**config.mk**
```make
export PLATFORM = sky130hd
export DESIGN_NAME = vedic_mul_arbiter
export DESIGN_NICKNAME = d
export VERILOG_FILES = /design/src/rtl/vedic_mul_arbiter.sv
export SDC_FILE = /design/constraint.sdc
export NUM_CORES = 1
export LEC_CHECK = 0
export CORE_MARGIN = 1
export CORE_UTILIZATION = 41
export DETAILED_ROUTE_END_ITERATION = 8
export HOLD_SLACK_MARGIN = 0.15
export PLACE_DENSITY = 0.79
export SYNTH_ARGS = -nofsm -noshare
export SYNTH_HDL_FRONTEND = slang
export SYNTH_SLANG_ARGS = --single-unit
```
**constraint.sdc**
```tcl
create_clock -name clk -period 1.9 [get_ports clk]
set_clock_uncertainty 0.15 [all_clocks]
set_input_delay 0.38 -clock clk [delete_from_list [all_inputs] [get_ports clk]]
set_output_delay 0.38 -clock clk [all_outputs]
set_load 0.03 [all_outputs]
```
**src/rtl/vedic_mul_arbiter.sv**
```systemverilog
`default_nettype none
// ============================================================================
// Module   : vedic_mul_arbiter (with vedic3bit)
// Brief    : Round-robin sharing of one 3x3 vedic multiplier between NREQ
//            requesters, with a valid/ready result port tagged by requester id.
// Revision : 1.0
// ============================================================================

module vedic3bit (
  input  logic [2:0] a,
  input  logic [2:0] b,
  output logic [5:0] p
);
  logic [1:0] w_col1;
  logic [1:0] w_col2;
  logic [1:0] w_col3;

  // Urdhva-tiryak (vertical and crosswise) column sums, then carry-resolved add
  assign w_col1 = 2'(a[1] & b[0]) + 2'(a[0] & b[1]);
  assign w_col2 = 2'(a[2] & b[0]) + 2'(a[1] & b[1]) + 2'(a[0] & b[2]);
  assign w_col3 = 2'(a[2] & b[1]) + 2'(a[1] & b[2]);
  assign p = 6'(a[0] & b[0]) + (6'(w_col1) << 1) + (6'(w_col2) << 2)
           + (6'(w_col3) << 3) + (6'(a[2] & b[2]) << 4);
endmodule

module vedic_mul_arbiter #(
  parameter int NREQ = 4,
  parameter int IDW  = 2,
  parameter int W    = 3
) (
  input  logic              clk,
  input  logic              rst_n,
  input  logic [NREQ-1:0]   req,
  input  logic [NREQ*W-1:0] a_in,
  input  logic [NREQ*W-1:0] b_in,
  output logic [NREQ-1:0]   gnt,
  output logic              res_valid,
  input  logic              res_ready,
  output logic [2*W-1:0]    res_data,
  output logic [IDW-1:0]    res_id,
  output logic              busy
);
  localparam logic [1:0]     C_IDLE     = 2'd0;
  localparam logic [1:0]     C_MUL      = 2'd1;
  localparam logic [1:0]     C_DONE     = 2'd2;
  localparam logic [IDW-1:0] C_LAST_RST = IDW'(NREQ - 1);

  logic [1:0]     r_state;
  logic [1:0]     w_state_nxt;
  logic [IDW-1:0] r_last;
  logic [IDW-1:0] r_id;
  logic [W-1:0]   r_op_a;
  logic [W-1:0]   r_op_b;
  logic [2*W-1:0] w_prod;
  logic           w_found;
  logic [IDW-1:0] w_win;

  function automatic logic [IDW-1:0] rr_idx(input logic [IDW-1:0] base, input int off);
    rr_idx = IDW'((int'(base) + off) % NREQ);
  endfunction

  // Scan from the farthest offset down so the nearest set bit after r_last wins
  always_comb begin
    w_found = 1'b0;
    w_win   = '0;
    for (int k = NREQ; k >= 1; k--) begin
      if (req[rr_idx(r_last, k)]) begin
        w_found = 1'b1;
        w_win   = rr_idx(r_last, k);
      end
    end
  end

  vedic3bit u_mul (
    .a (r_op_a),
    .b (r_op_b),
    .p (w_prod)
  );

  always_ff @(posedge clk or negedge rst_n) begin
    if (!rst_n) r_state <= C_IDLE;
    else        r_state <= w_state_nxt;
  end

  always_comb begin
    w_state_nxt = r_state;
    case (r_state)
      C_IDLE:  if (w_found) w_state_nxt = C_MUL;
      C_MUL:   w_state_nxt = C_DONE;
      C_DONE:  if (res_ready) w_state_nxt = C_IDLE;
      default: w_state_nxt = C_IDLE;
    endcase
  end

  always_comb begin
    busy = (r_state != C_IDLE);
  end

  always_ff @(posedge clk or negedge rst_n) begin
    if (!rst_n) begin
      r_last    <= C_LAST_RST;
      r_id      <= '0;
      r_op_a    <= '0;
      r_op_b    <= '0;
      gnt       <= '0;
      res_valid <= 1'b0;
      res_data  <= '0;
      res_id    <= '0;
    end else begin
      case (r_state)
        C_IDLE: begin
          if (w_found) begin
            r_op_a <= a_in[W*int'(w_win) +: W];
            r_op_b <= b_in[W*int'(w_win) +: W];
            r_id   <= w_win;
            gnt    <= NREQ'(1) << w_win;
          end else begin
            gnt    <= '0;
          end
        end
        C_MUL: begin
          res_data  <= w_prod;
          res_id    <= r_id;
          res_valid <= 1'b1;
          gnt       <= '0;
        end
        C_DONE: begin
          if (res_ready) begin
            res_valid <= 1'b0;
            r_last    <= r_id;
          end
        end
        default: gnt <= '0;
      endcase
    end
  end
endmodule

`default_nettype wire

```
==> impl_metrics.env <==
export IMPL_most_frequent_cell_after_synthesis="nand2_1"
export IMPL_holdPathStages=2
export IMPL_power_density_cell_area_nw_per_um2=1430
export IMPL_met2RoutedLength_um=1520
export IMPL_max_slew_margin_rel=0.678
export IMPL_p_sw_w=0.00128
export IMPL_synth_distinct_cells=27
export IMPL_place_hpwl_um=2280
export IMPL_routabilityCongestion=0.798
export IMPL_seq_area_frac_synth=0.461
export IMPL_iteration_count_of_the_initial_detailed_routing_pass=4
export IMPL_antennaDiodeCount=0
export IMPL_gr_total_overflow=0
export IMPL_place_ws_ns=-0.353
export IMPL_clock_tree_from_tritoncts="done"
export IMPL_leakagePower_nw=1.05
export IMPL_cp_arrival_ns=2.09
export IMPL_netlist_area_leader_share=0.422
export IMPL_setup_slack_ns=-0.129
export IMPL_drt_first_iter_violations=24
export IMPL_finalCritPeriodShare=1.07
export IMPL_hold_path_class="flop to flop"
export IMPL_final_number_of_hold_violating_endpoints=0
export IMPL_floorplan_rows=20
export IMPL_timing_critical_path_max_delay_family="adder cells"
export IMPL_hold_worst_slack_ns=0.350
export IMPL_maxCapViolCount=0
export IMPL_remaining_drc_errors=0
export IMPL_ys_ff_latch=25
export IMPL_global_route_wire_length_before_repair_um=4950
export IMPL_share_comb_of_total_power=0.613
export IMPL_finalSetupViolations=5
export IMPL_worstPathMaxFanout=2
export IMPL_vias=1175
export IMPL_timing_critical_path_cells="nand2_1 -> fa_2 -> inv_2 -> ha_4 -> inv_2 -> fa_2 -> o21ai_2"
export IMPL_max_slew_worst_pin_slew_ns=0.483
export IMPL_dr_max_layer_used="met4"
export IMPL_power_share_switching=0.417
export IMPL_rsz0062_at_grt="true"
export IMPL_path_clk_slew_ns=0.13
export IMPL_outcome="finished, violations left"
export IMPL_synth_area_per_cell_sq_um=10.6
export IMPL_initial_utilization=0.439
export IMPL_wl_met3_um=151
export IMPL_endpoint_kind="flop"
export IMPL_cts_buffer_depth=2
export IMPL_place_port_buffers=44
export IMPL_h_tree_depth=1
export IMPL_layout_area_overhead_vs_synth_pct=57.9
export IMPL_synth_edf_count=0
export IMPL_vias_per_cell=4.96
export IMPL_worst_skew_pair_latency_ns=0.32
export IMPL_coreArea_sq_um=3100
export IMPL_worst_path_cell_with_the_longest_stage_delay="fa_2"
export IMPL_slew_violations=0
export IMPL_worst_ep_required_time_ns=1.96
export IMPL_timing_critical_path_from_type="flop"
export IMPL_die_width_um=59.7
export IMPL_yosys_top_cells_count="nand2_1 (24), dfrtp_1 (23), mux2i_1 (13)"
export IMPL_tritoncts_num_sinks=25
export IMPL_number_of_buffers_created_by_cts=3
export IMPL_critical_path_class="flop to flop"
export IMPL_post_synthesis_async_set_or_reset_flop_share=1.00
export IMPL_critical_path_max_stage_delay_ns=0.52
export IMPL_synth_area_top_cells="dfrtp_1 (42%), mux2i_1 (9.6%), nand2_1 (6.6%), mux2_2 (5.0%), ha_1 (4.6%)"
export IMPL_wire_per_inst_um=12.9
export IMPL_top_level_ports=45
export IMPL_maximum_number_of_pins_on_one_net_before_global_route_repair=16
export IMPL_yosysWarnings=0
export IMPL_period_minus_slack_ns=2.03
export IMPL_r2r_worst_path_cells=7
export IMPL_grt_antenna_before_repair=0
export IMPL_syn_num_nets=167
export IMPL_clock_fmax_ghz=0.493
export IMPL_p_int_w=0.00179
export IMPL_cp_buffers_inverters=2
export IMPL_floorplan_die_area_sq_um=3560
export IMPL_violations="setup timing"
export IMPL_peak_vdd_ir_v=0.000952
export IMPL_critical_path_cell_count=7
export IMPL_fraction_of_layout_cells_with_a_size_suffix_above_1=0.275
export IMPL_synth_cell_area_sq_um=1360
export IMPL_share_seq_of_total_power=0.310
export IMPL_post_synth_inst_count=129
export IMPL_drtAntennaViolNets=0
export IMPL_synth_area_leader_cell="dfrtp_1"
export IMPL_overall_die_height_um=59.7
export IMPL_clock_power_share=0.078
export IMPL_grt_usage=0.190
export IMPL_first_global_vias=1116
export IMPL_design_final_nets=232
export IMPL_synth_main_ff_cell="dfrtp_1"
export IMPL_m1WireLength_um=1310
export IMPL_finalWirelength_um=3060
export IMPL_clk_root_buffer_cell="clkbuf_4"
-- worst register-to-register path: stages (launching register included) --
cell     delay, ns
dfrtp_1       0.42
nand2_1       0.11
fa_2          0.44
inv_2         0.07
ha_4          0.13
inv_2         0.03
fa_2          0.52
o21ai_2       0.05
-- cell type report --
cell class,instances,area (sq um)
fillers,243,951
multi-input cells,91,776
repair buffers,64,633
flip-flops and latches,25,628
well taps,44,55.1
inverters,9,33.8
clock buffers,4,26.3
-- metal layers --
| layer | track usage | vias to the layer above |
|---|---|---|
| li1 | - | 577 |
| met1 | 0.234 | 548 |
| met2 | 0.337 | 43 |
| met3 | 0.0281 | 7 |
| met4 | 0.0698 | 0 |
| met5 | 0 | - |
-- state kept, by name, summed over array words and instances (netlist names) --
| register | count |
|---|---|
| res_id | 2 |
| r_op_a | 3 |
| r_op_b | 3 |
| r_id | 2 |
| res_data | 6 |
| r_last | 2 |
| r_state | 2 |
| gnt | 4 |
| res_valid | 1 |
-- power by group through the flow --
stage	Sequential (W)	Combinational [W]	Clock (W)
3_5_place_dp	0.000962	0.00166	0
2_1_floorplan	0.00116	0.000796	0
4_1_cts	0.000949	0.00161	0.000247
6_report	0.000952	0.00188	0.000238
5_1_grt	0.000987	0.00205	0.000263
3_3_place_gp	0.000952	0.00161	0
-- worst paths after layout --
kind	start	slack (ns)	end
setup / recovery	r_op_a[1]$_DFFE_PN0P_	-0.13	res_data[3]$_DFFE_PN0P_
hold / removal	gnt[3]$_DFFE_PN0N_	0.35	gnt[3]$_DFFE_PN0N_
setup reg to reg	r_op_a[1]$_DFFE_PN0P_	-0.13	res_data[3]$_DFFE_PN0P_
hold reg to reg	gnt[3]$_DFFE_PN0N_	0.35	gnt[3]$_DFFE_PN0N_
max in group asynchronous	rst_n	0.45	r_last[1]$_DFFE_PN1P_
min in group asynchronous	rst_n	0.64	r_state[1]$_DFFE_PN0P_
-- cells in the final DEF, fill, tap and decap left out, types with 2 or more instances in the layout --
| master | instances |
|---|---|
| a21oi_1 | 3 |
| and2_1 | 4 |
| buf_4 | 13 |
| buf_6 | 4 |
| clkbuf_4 | 3 |
| clkdlybuf4s50_1 | 28 |
| dfrtp_1 | 23 |
| dfstp_2 | 2 |
| dlygate4sd2_1 | 10 |
| dlymetal6s2s_1 | 5 |
| fa_2 | 2 |
| ha_1 | 2 |
| ha_4 | 3 |
| inv_1 | 7 |
| inv_2 | 2 |
| mux2_2 | 6 |
| mux2i_1 | 9 |
| mux2i_2 | 3 |
| nand2_1 | 23 |
| nand2b_1 | 2 |
| o21ai_0 | 7 |
| o21ai_1 | 2 |
| o221ai_1 | 5 |
| or2_1 | 2 |
-- cells by family (layout without fill, tap and decap cells) --
family          after synthesis  count (layout)  share of synthesized area
simple gates                 39              39                      0.134
compound gates               25              25                      0.132
flops                        25              25                      0.461
mux                          19              19                      0.145
buf+inv                      13              77                     0.0459
fa+ha+maj                     7               7                     0.0753
xor+xnor                      1               1                    0.00643
-- what timing repair did --
item                                   CTS  global route
pin swaps                                1            10
hold buffers                             1             0
gates cloned                             0             1
buffers inserted                         0             3
setup endpoints to repair               15            13
resized for setup                       13            30
endpoints found under the hold margin    3             0
-- metrics by stage --
stage	utilization	TNS [ns]	power [W]	cell area, sq um	std cells
after floorplan	-	-0.130	0.00196	1370	129
after global placement	0.631	-2.43	0.00256	1960	228
after detailed placement	0.631	-3.39	0.00262	1960	228
after CTS	0.640	-0.319	0.00280	1990	233
after global routing	0.694	-0.805	0.00330	2150	237
final	0.694	-0.294	0.00308	2150	237
(Power assumes the default switching activity.)
